### src/rtl/fetch_stage.sv
// Instruction-fetch stage: owns the program counter, presents it to the
// instruction memory and captures the returned word into the IF/ID register.
// Handles decode stalls, branch redirects with a one-bubble flush, and
// sticky faults for misaligned or out-of-range fetch addresses.
module fetch_stage #(
    parameter logic [31:0] RESET_PC   = 32'h0000_0000,
    parameter int          IMEM_WORDS = 32
) (
    input  logic        clock,
    input  logic        reset,
    output logic [31:0] PC,
    input  logic [31:0] instruction,
    input  logic        stall,
    input  logic        branchTaken,
    input  logic [31:0] branchTarget,
    output logic [31:0] IF_ID_instruction,
    output logic [31:0] IF_ID_PC,
    output logic        IF_ID_valid,
    output logic        fault,
    output logic [31:0] faultPC,
    output logic [31:0] fetchCount
);

    // First byte address past the end of instruction memory.
    localparam logic [31:0] PC_LIMIT = 32'(IMEM_WORDS * 4);

    typedef enum logic {
        RUN,
        FAULT
    } fetchState_t;

    fetchState_t stateQ, stateD;
    logic [31:0] pcQ, pcD;
    logic [31:0] ifIdInstrQ, ifIdInstrD;
    logic [31:0] ifIdPcQ, ifIdPcD;
    logic        ifIdValidQ, ifIdValidD;
    logic        faultQ, faultD;
    logic [31:0] faultPcQ, faultPcD;
    logic [31:0] fetchCountQ, fetchCountD;

    logic targetBad;
    logic pcBad;

    assign targetBad = (branchTarget[1:0] != 2'b00) || (branchTarget >= PC_LIMIT);
    assign pcBad     = (pcQ >= PC_LIMIT);

    // Next-state logic: branch wins over fault detection, which wins over stall,
    // which wins over a normal advance; the FAULT state freezes everything.
    always_comb begin
        stateD      = stateQ;
        pcD         = pcQ;
        ifIdInstrD  = ifIdInstrQ;
        ifIdPcD     = ifIdPcQ;
        ifIdValidD  = ifIdValidQ;
        faultD      = faultQ;
        faultPcD    = faultPcQ;
        fetchCountD = fetchCountQ;

        case (stateQ)
            RUN: begin
                if (branchTaken) begin
                    if (targetBad) begin
                        stateD     = FAULT;
                        faultD     = 1'b1;
                        faultPcD   = branchTarget;
                        ifIdValidD = 1'b0;
                    end else begin
                        pcD        = branchTarget;
                        ifIdValidD = 1'b0;
                    end
                end else if (!stall) begin
                    if (pcBad) begin
                        stateD     = FAULT;
                        faultD     = 1'b1;
                        faultPcD   = pcQ;
                        ifIdValidD = 1'b0;
                    end else begin
                        ifIdInstrD  = instruction;
                        ifIdPcD     = pcQ;
                        ifIdValidD  = 1'b1;
                        pcD         = pcQ + 32'd4;
                        fetchCountD = fetchCountQ + 32'd1;
                    end
                end
            end
            FAULT: begin
                stateD = FAULT;
            end
            default: begin
                stateD = RUN;
            end
        endcase
    end

    // State register with synchronous active-low reset.
    always_ff @(posedge clock) begin
        if (!reset) begin
            stateQ      <= RUN;
            pcQ         <= RESET_PC;
            ifIdInstrQ  <= 32'd0;
            ifIdPcQ     <= 32'd0;
            ifIdValidQ  <= 1'b0;
            faultQ      <= 1'b0;
            faultPcQ    <= 32'd0;
            fetchCountQ <= 32'd0;
        end else begin
            stateQ      <= stateD;
            pcQ         <= pcD;
            ifIdInstrQ  <= ifIdInstrD;
            ifIdPcQ     <= ifIdPcD;
            ifIdValidQ  <= ifIdValidD;
            faultQ      <= faultD;
            faultPcQ    <= faultPcD;
            fetchCountQ <= fetchCountD;
        end
    end

    assign PC                = pcQ;
    assign IF_ID_instruction = ifIdInstrQ;
    assign IF_ID_PC          = ifIdPcQ;
    assign IF_ID_valid       = ifIdValidQ;
    assign fault             = faultQ;
    assign faultPC           = faultPcQ;
    assign fetchCount        = fetchCountQ;

endmodule

### config.mk
export PLATFORM = sky130hd
export DESIGN_NAME = fetch_stage
export DESIGN_NICKNAME = d
export VERILOG_FILES = /design/src/rtl/fetch_stage.sv
export SDC_FILE = /design/constraint.sdc
export NUM_CORES = 1
export LEC_CHECK = 0
export CAP_MARGIN = 20
export CORE_ASPECT_RATIO = 0.6
export CORE_MARGIN = 2
export CORE_UTILIZATION = 40
export DETAILED_ROUTE_END_ITERATION = 8
export HOLD_SLACK_MARGIN = 0.02
export MAX_ROUTING_LAYER = met4
export PLACE_DENSITY_LB_ADDON = 0.1
export REMOVE_ABC_BUFFERS = 1
export SETUP_SLACK_MARGIN = 0.15
export SLEW_MARGIN = 5
export SYNTH_ARGS = -nofsm -noshare
export SYNTH_HDL_FRONTEND = slang
export SYNTH_SLANG_ARGS = --single-unit
### constraint.sdc
create_clock -name clock -period 2.5 [get_ports clock]
set_input_delay 0.25 -clock clock [delete_from_list [all_inputs] [get_ports clock]]
set_output_delay 0.25 -clock clock [all_outputs]
set_load 0.005 [all_outputs]
==> results of run 1 <==
## kinds of logic after synthesis
logic type	count (synthesis)
buf+inv	57
simple gates	305
mux	30
compound gates	132
flops	163
fa+ha+maj	3
xor+xnor	15
## per-layer routing
layer	vias up	GRT usage (%)	share of wire (%)
li1	2968	-	-
met4	0	6.03	0.85
met5	-	-	0
met3	13	8.48	7.8
met1	2878	30.6	49
met2	192	34.1	42
## power by group
part,total [mW],switching [mW],internal [mW]
logic,0.710,0.333,0.377
registers,2.75,0.0626,2.69
clock network,2.45,1.14,1.31
## cells in the final DEF, fill, tap and decap left out, types with 2 or more instances in the layout
cell,count
sky130_fd_sc_hd__a2111oi_0,2
sky130_fd_sc_hd__a211oi_1,31
sky130_fd_sc_hd__a21oi_1,62
sky130_fd_sc_hd__a31oi_1,4
sky130_fd_sc_hd__and2_1,7
sky130_fd_sc_hd__and3_1,48
sky130_fd_sc_hd__and4_1,6
sky130_fd_sc_hd__and4_2,2
sky130_fd_sc_hd__buf_12,4
sky130_fd_sc_hd__buf_2,2
sky130_fd_sc_hd__buf_4,22
sky130_fd_sc_hd__clkbuf_16,17
sky130_fd_sc_hd__clkdlybuf4s50_1,227
sky130_fd_sc_hd__clkinv_2,3
sky130_fd_sc_hd__clkinvlp_4,2
sky130_fd_sc_hd__dfxtp_1,163
sky130_fd_sc_hd__ha_1,3
sky130_fd_sc_hd__inv_1,6
sky130_fd_sc_hd__inv_6,6
sky130_fd_sc_hd__inv_8,3
sky130_fd_sc_hd__mux2i_1,30
sky130_fd_sc_hd__nand2_1,104
sky130_fd_sc_hd__nand3_1,14
sky130_fd_sc_hd__nand4_1,11
sky130_fd_sc_hd__nand4_2,2
sky130_fd_sc_hd__nor2_1,56
sky130_fd_sc_hd__nor2b_1,3
sky130_fd_sc_hd__nor3_1,4
sky130_fd_sc_hd__nor4_1,21
sky130_fd_sc_hd__nor4_2,3
sky130_fd_sc_hd__nor4_4,3
sky130_fd_sc_hd__nor4b_1,2
sky130_fd_sc_hd__o21a_1,4
sky130_fd_sc_hd__o21ai_0,18
sky130_fd_sc_hd__o31ai_1,3
sky130_fd_sc_hd__or3_1,10
sky130_fd_sc_hd__or4_1,3
sky130_fd_sc_hd__xnor2_1,14
## synth_stat cells, drive strengths merged, types with 7 or more instances
master	count	area (um^2)
nor2	57	214
and2	7	43.8
xnor2	14	123
mux2i	30	300
dfxtp	163	3260
a21oi	62	310
or3	10	62.6
nand2	105	394
nand3	14	70.1
and4	8	70.1
and3	48	300
nand4	13	93.8
nor4	27	233
o21ai	18	90.1
clkbuf	40	150
a211oi	31	233
buf	9	41.3
## per-stage QoR
stage	total power, mW	utilization, %	setup TNS, ns
floorplan	3.07	-	-93.84
global placement	3.50	58.1	0
detailed placement	3.52	58.1	0
CTS	5.97	61.7	0
global route	6.16	61.7	0
finish	5.91	61.7	0
## sequential cells by signal, indices dropped and copies added, names as in the netlist
register           count
IF_ID_valid            1
faultPC               32
fetchCount            32
fault                  1
stateQ                 1
IF_ID_PC              32
IF_ID_instruction     32
PC                    32
## layout make-up
| cell class | count | area, um^2 | share of cell area, % |
|---|---|---|---|
| inverter | 8 | 31.3 | 0.329 |
| clock inverter | 14 | 120 | 1.26 |
| sequential | 163 | 3260 | 34.3 |
| tap | 203 | 254 | 2.67 |
| multi-input combinational | 485 | 2890 | 30.4 |
| timing repair buffer | 255 | 2530 | 26.6 |
| clock buffer | 18 | 429 | 4.51 |
## final timing paths
path / from / end / slack (ns) / depth (start not counted)
hold reg to reg: IF_ID_PC[1]$_SDFFE_PN0P_ / IF_ID_PC[1]$_SDFFE_PN0P_ / 0.46 / 2
setup reg to reg: PC[12]$_SDFFE_PN0P_ / fetchCount[16]$_SDFFE_PN0P_ / 0.30 / 5
hold / removal: reset / IF_ID_PC[13]$_SDFFE_PN0P_ / 0.23 / 2
setup / recovery: PC[12]$_SDFFE_PN0P_ / fetchCount[16]$_SDFFE_PN0P_ / 0.30 / 5
==> metrics.log, run 1 <==
INFO  metric antenna_violations_before_repair = 0
INFO  metric critical_path.endpoint_type = flop
INFO  metric max_clock_freq = 0.454 GHz
INFO  metric final.setup_skew = 0.0155 ns
INFO  metric synth_simple_gate_area_share = 25.1%
INFO  metric rows = 35
INFO  metric antenna_cells_inserted = 0
INFO  metric slew_headroom = 58.5%
INFO  metric grt_start_max_net_pins = 64
INFO  metric chipHeight = 102 um
INFO  metric holdWs = 0.226 ns
INFO  metric netlist-cell-type-count = 45
INFO  metric synth.yosys.warnings = 0
INFO  metric die_area = 16900 um^2
INFO  metric final_net_count = 1001
INFO  metric post_cts_buffers = 0
INFO  metric cts_sinks = 163
INFO  metric final_period_minus_worst_setup_slack = 2.20 ns
INFO  metric finalCritPeriodShare = 88.2%
INFO  metric routed_wire_length_per_instance = 16.6 um
INFO  metric leak_pwr = 3.53 nW
INFO  metric drive_above_1_share = 7.95%
INFO  metric timing_worst_slew_pin_value = 0.617 ns
INFO  metric fp.coreArea = 15400 um^2
INFO  metric slew_viol_final = 0
INFO  metric postSynthRegisterBits = 163
INFO  metric clock_latency = 0.42 ns
INFO  metric grt_pass1_wl = 30.6 mm
INFO  metric globalplace.congestion = 0.894
INFO  metric layout.cell_area.non_filler = 9510 um^2
INFO  metric die-width = 167 um
INFO  metric placed_area = 8960 um^2
INFO  metric run_status = complete, no violations
INFO  metric cts.hold.buffers_added = 0
INFO  metric cts_made_buffers = 17
INFO  metric ioPinCount = 230
INFO  metric irDropWorstVdd = 406 uV
INFO  metric synth.mux.area_fraction = 4.73%
INFO  metric routed-via-count = 6051
INFO  metric cts.path.max_buffers = 2
INFO  metric areaGrowthSynthToFinish = 50.0%
INFO  metric clk_transition_reported_paths = 0.07 ns
INFO  metric syn_inst = 705
INFO  metric worst_ep_arrival_time = 2.54 ns
INFO  metric cts_repair_resize_count = 0
INFO  metric share_of_the_synthesized_netlist_area_taken_by_xor_and_xnor_gates = 2.07%
INFO  metric fillers = 1352
INFO  metric clock_tree.htree_level_count = 4
INFO  metric setup_repair_after_global_routing_missed_its_margin = false
INFO  metric detailedPlacementHpwl = 13.9 mm
INFO  metric synth-async-reset-ratio = 0%
INFO  metric tot_gr_track_use = 23.3%
INFO  metric timing.critical_path.slowest_stage_cell = sky130_fd_sc_hd__or4b_2
INFO  metric synth_compound_gate_area_share = 12.6%
INFO  metric cp-start-kind = flop
INFO  metric buffer_type_at_the_clock_tree_root = sky130_fd_sc_hd__clkbuf_16
INFO  metric place.port_buffers = 229
INFO  metric post_synth_fa_ha_maj_area_fraction = 0.592%
INFO  metric drt-pass1-iter-count = 4
INFO  metric cp.buffers_inverters = 0
INFO  metric report.final.setup_viol = 0
INFO  metric syn_avg_cell_area = 9.00 um^2
INFO  metric post-place-ws = 0.0921 ns
INFO  metric worst_hold_path_type = in -> reg
INFO  metric final_cell_count_no_fill = 1146
INFO  metric globalRoute.totalOverflow = 0
INFO  metric final_report_hold_violation_count = 0
INFO  metric routed_via_density = 5.28
INFO  metric drtAntennaViolNets = 0
INFO  metric cap_violations = 0
INFO  metric yosysSeqAreaShare = 51.4%
INFO  metric tritoncts = built
INFO  metric initial_core_utilization = 41.2%
INFO  metric place_inst = 1114
INFO  metric power_density = 621 nW/um^2
INFO  metric detail_route.drc_violations = 0
INFO  metric critPathRequiredTime = 2.83 ns
INFO  metric critical_path.max_fanout = 5
INFO  metric detail_route.wirelength = 19.0 mm
INFO  metric number_of_enable_type_register_cells_in_the_synthesized_netlist = 0
INFO  metric combinational_family_with_the_most_area_after_synthesis = simple AND/OR/NAND/NOR gates
INFO  metric timing.critical_path.cells = nor4_2, and4_2, nand3_1, or4b_2, a21oi_1
INFO  metric setup_slack = 0.295 ns
INFO  metric critical_path_class = reg -> reg
INFO  metric primary_ff_master_synth = sky130_fd_sc_hd__dfxtp_1
INFO  metric cpLargestDelayFamily = simple AND/OR/NAND/NOR gates
INFO  metric initialDrtViolationCount = 345
INFO  metric synthesis.area = 6340 um^2
INFO  metric slowest_delay = 0.65 ns
INFO  metric first_global_vias = 5835
Note: power is estimated with default switching activity, not from simulation.
==> run 2, diff against run 1 <==
Settings changed: CORE_ASPECT_RATIO 0.6 to unset.
==> metrics.log, run 2 (synthesis results as in run 1) <==
INFO  metric chipHeight = 130 um
INFO  metric timing.critical_path.cells = nor4_4, and4_1, nand3_1, or4b_2, a21oi_1
INFO  metric routed_wire_length_per_instance = 16.3 um
INFO  metric timing_worst_slew_pin_value = 0.737 ns
INFO  metric m1WireLength = 8.65 mm
INFO  metric antenna_cells_inserted = 0
INFO  metric slowest_delay = 0.63 ns
INFO  metric leak_pwr = 3.51 nW
INFO  metric tot_gr_track_use = 23.3%
INFO  metric critPathRequiredTime = 2.86 ns
INFO  metric die_area = 16900 um^2
INFO  metric timing.critical_path.slowest_stage_cell = sky130_fd_sc_hd__or4b_2
INFO  metric post-place-ws = 0.116 ns
INFO  metric final_net_count = 1001
INFO  metric setup_tns = 0 ns
INFO  metric cp-start-kind = flop
INFO  metric cts_repair_resize_count = 0
INFO  metric hp-start = branchTaken
INFO  metric post_cts_buffers = 0
INFO  metric routed-via-count = 6030
INFO  metric final.setup_skew = 0.00687 ns
INFO  metric slew_viol_final = 0
INFO  metric route.met2.wl = 8.66 mm
INFO  metric clock_tree.htree_level_count = 4
INFO  metric cts.path.max_buffers = 2
INFO  metric buffer_type_at_the_clock_tree_root = sky130_fd_sc_hd__clkbuf_16
INFO  metric worst-r2r-setup-slack = 0.29 ns
INFO  metric place_inst = 1127
INFO  metric setup_slack = 0.293 ns
INFO  metric worst_ep_arrival_time = 2.56 ns
INFO  metric finalCritPeriodShare = 88.3%
INFO  metric mostFrequentLayoutCells = sky130_fd_sc_hd__clkdlybuf4s50_1 (227), sky130_fd_sc_hd__dfxtp_1 (163), sky130_fd_sc_hd__nand2_1 (104)
INFO  metric routed_via_density = 5.20
INFO  metric ioPinCount = 230
INFO  metric place.port_buffers = 229
INFO  metric tritoncts = built
INFO  metric setup_repair_after_global_routing_missed_its_margin = false
INFO  metric run_status = complete, no violations
INFO  metric areaGrowthSynthToFinish = 49.8%
INFO  metric rows = 46
INFO  metric layout_commonest_cell = sky130_fd_sc_hd__clkdlybuf4s50_1
INFO  metric highest_signal_layer = met4
INFO  metric grt_pass1_wl = 29.9 mm
INFO  metric first_global_vias = 5811
INFO  metric reg2reg_to = fetchCount[16]$_SDFFE_PN0P_
INFO  metric max_clock_freq = 0.453 GHz
INFO  metric timing.hold.worst_endpoint = faultPC[24]$_SDFFE_PN0P_
INFO  metric drtAntennaViolNets = 0
INFO  metric critical_path.max_fanout = 6
INFO  metric clk_transition_reported_paths = 0.06 ns
INFO  metric fp.coreArea = 15700 um^2
INFO  metric final_cell_count_no_fill = 1159
INFO  metric detailedPlacementHpwl = 13.4 mm
INFO  metric timing.reg2reg.worst_path_depth = 5
INFO  metric cts_made_buffers = 17
INFO  metric grt_start_max_net_pins = 67
INFO  metric report.final.setup_viol = 0
INFO  metric holdPathStages = 3
INFO  metric cap_violations = 0
INFO  metric die-width = 130 um
INFO  metric critical_path.reg2reg.startpoint = PC[23]$_SDFFE_PN0P_
INFO  metric detail_route.drc_violations = 0
INFO  metric final_period_minus_worst_setup_slack = 2.21 ns
INFO  metric globalplace.congestion = 0.866
INFO  metric power_density = 621 nW/um^2
INFO  metric final_report_hold_violation_count = 0
INFO  metric drt-pass1-iter-count = 4
INFO  metric routed_met3_length = 1.31 mm
INFO  metric globalRoute.totalOverflow = 0
INFO  metric slew_headroom = 50.8%
INFO  metric antenna_violations_before_repair = 0
INFO  metric cts_sinks = 163
INFO  metric detail_route.wirelength = 18.9 mm
INFO  metric clock_latency = 0.42 ns
INFO  metric initialDrtViolationCount = 292
INFO  metric worst_hold_path_type = in -> reg
INFO  metric cts.hold.buffers_added = 0
INFO  metric critical_path.endpoint_type = flop
INFO  metric critical_path_class = reg -> reg
INFO  metric initial_core_utilization = 40.4%
INFO  metric irDropWorstVdd = 467 uV
INFO  metric drive_above_1_share = 7.74%
==> run 2: layout make-up <==
class | count | area, um^2
flip-flops and latches | 163 | 3260
clock inverters | 11 | 105
multi-input cells | 485 | 2890
clock buffers | 21 | 450
inverters | 8 | 31.3
well taps | 216 | 270
fillers | 1338 | 6210
repair buffers | 255 | 2490
==> run 2: through the flow <==
step,hold slack [ns],cell area (um^2),util [%],power (mW)
after CTS,0.339,9500,60.4,5.96
final,0.359,9500,60.5,5.90
after detailed placement,0.447,8940,56.9,3.51
after floorplan,0.368,6150,-,3.07
after global placement,0.441,8940,56.9,3.49
after global routing,0.362,9500,60.5,6.16
==> run 2: how the worst max path moves through the flow <==
| stage | startpoint | to | slack [ns] | cells after the start |
|---|---|---|---|---|
| after detailed placement | branchTarget[21] | PC[30]$_SDFFE_PN0P_ | 0.12 | 6 |
| after CTS | PC[10]$_SDFFE_PN0P_ | fetchCount[16]$_SDFFE_PN0P_ | 0.20 | 5 |
| final | PC[23]$_SDFFE_PN0P_ | fetchCount[16]$_SDFFE_PN0P_ | 0.29 | 5 |
| after floorplan | PC[7]$_SDFFE_PN0P_ | faultPC[5]$_SDFFE_PN0P_ | -2.54 | 5 |
| after global routing | PC[23]$_SDFFE_PN0P_ | fetchCount[16]$_SDFFE_PN0P_ | 0.18 | 5 |
| after global placement | branchTarget[30] | PC[8]$_SDFFE_PN0P_ | 0.15 | 6 |
==> run 2: critical path: cells and delay by family (launching register included) <==
| family | cells | cell delay [ns] |
|---|---|---|
| flops | 1 | 0.37 |
| simple gates | 4 | 1.62 |
| compound gates | 1 | 0.15 |
==> run 2: report_power, final <==
group	switching, mW	internal [mW]	total (mW)	leakage [nW]
registers	0.0652	2.69	2.76	1.32
clock network	1.05	1.40	2.45	0.260
logic	0.329	0.370	0.699	1.93
==> run 2: layer usage <==
layer  global-route usage, %  vias to the layer above
li1                        -                     2959
met1                    29.7                     2854
met2                    35.4                      192
met3                    6.36                       25
met4                    8.48                        0
met5                       -                        -
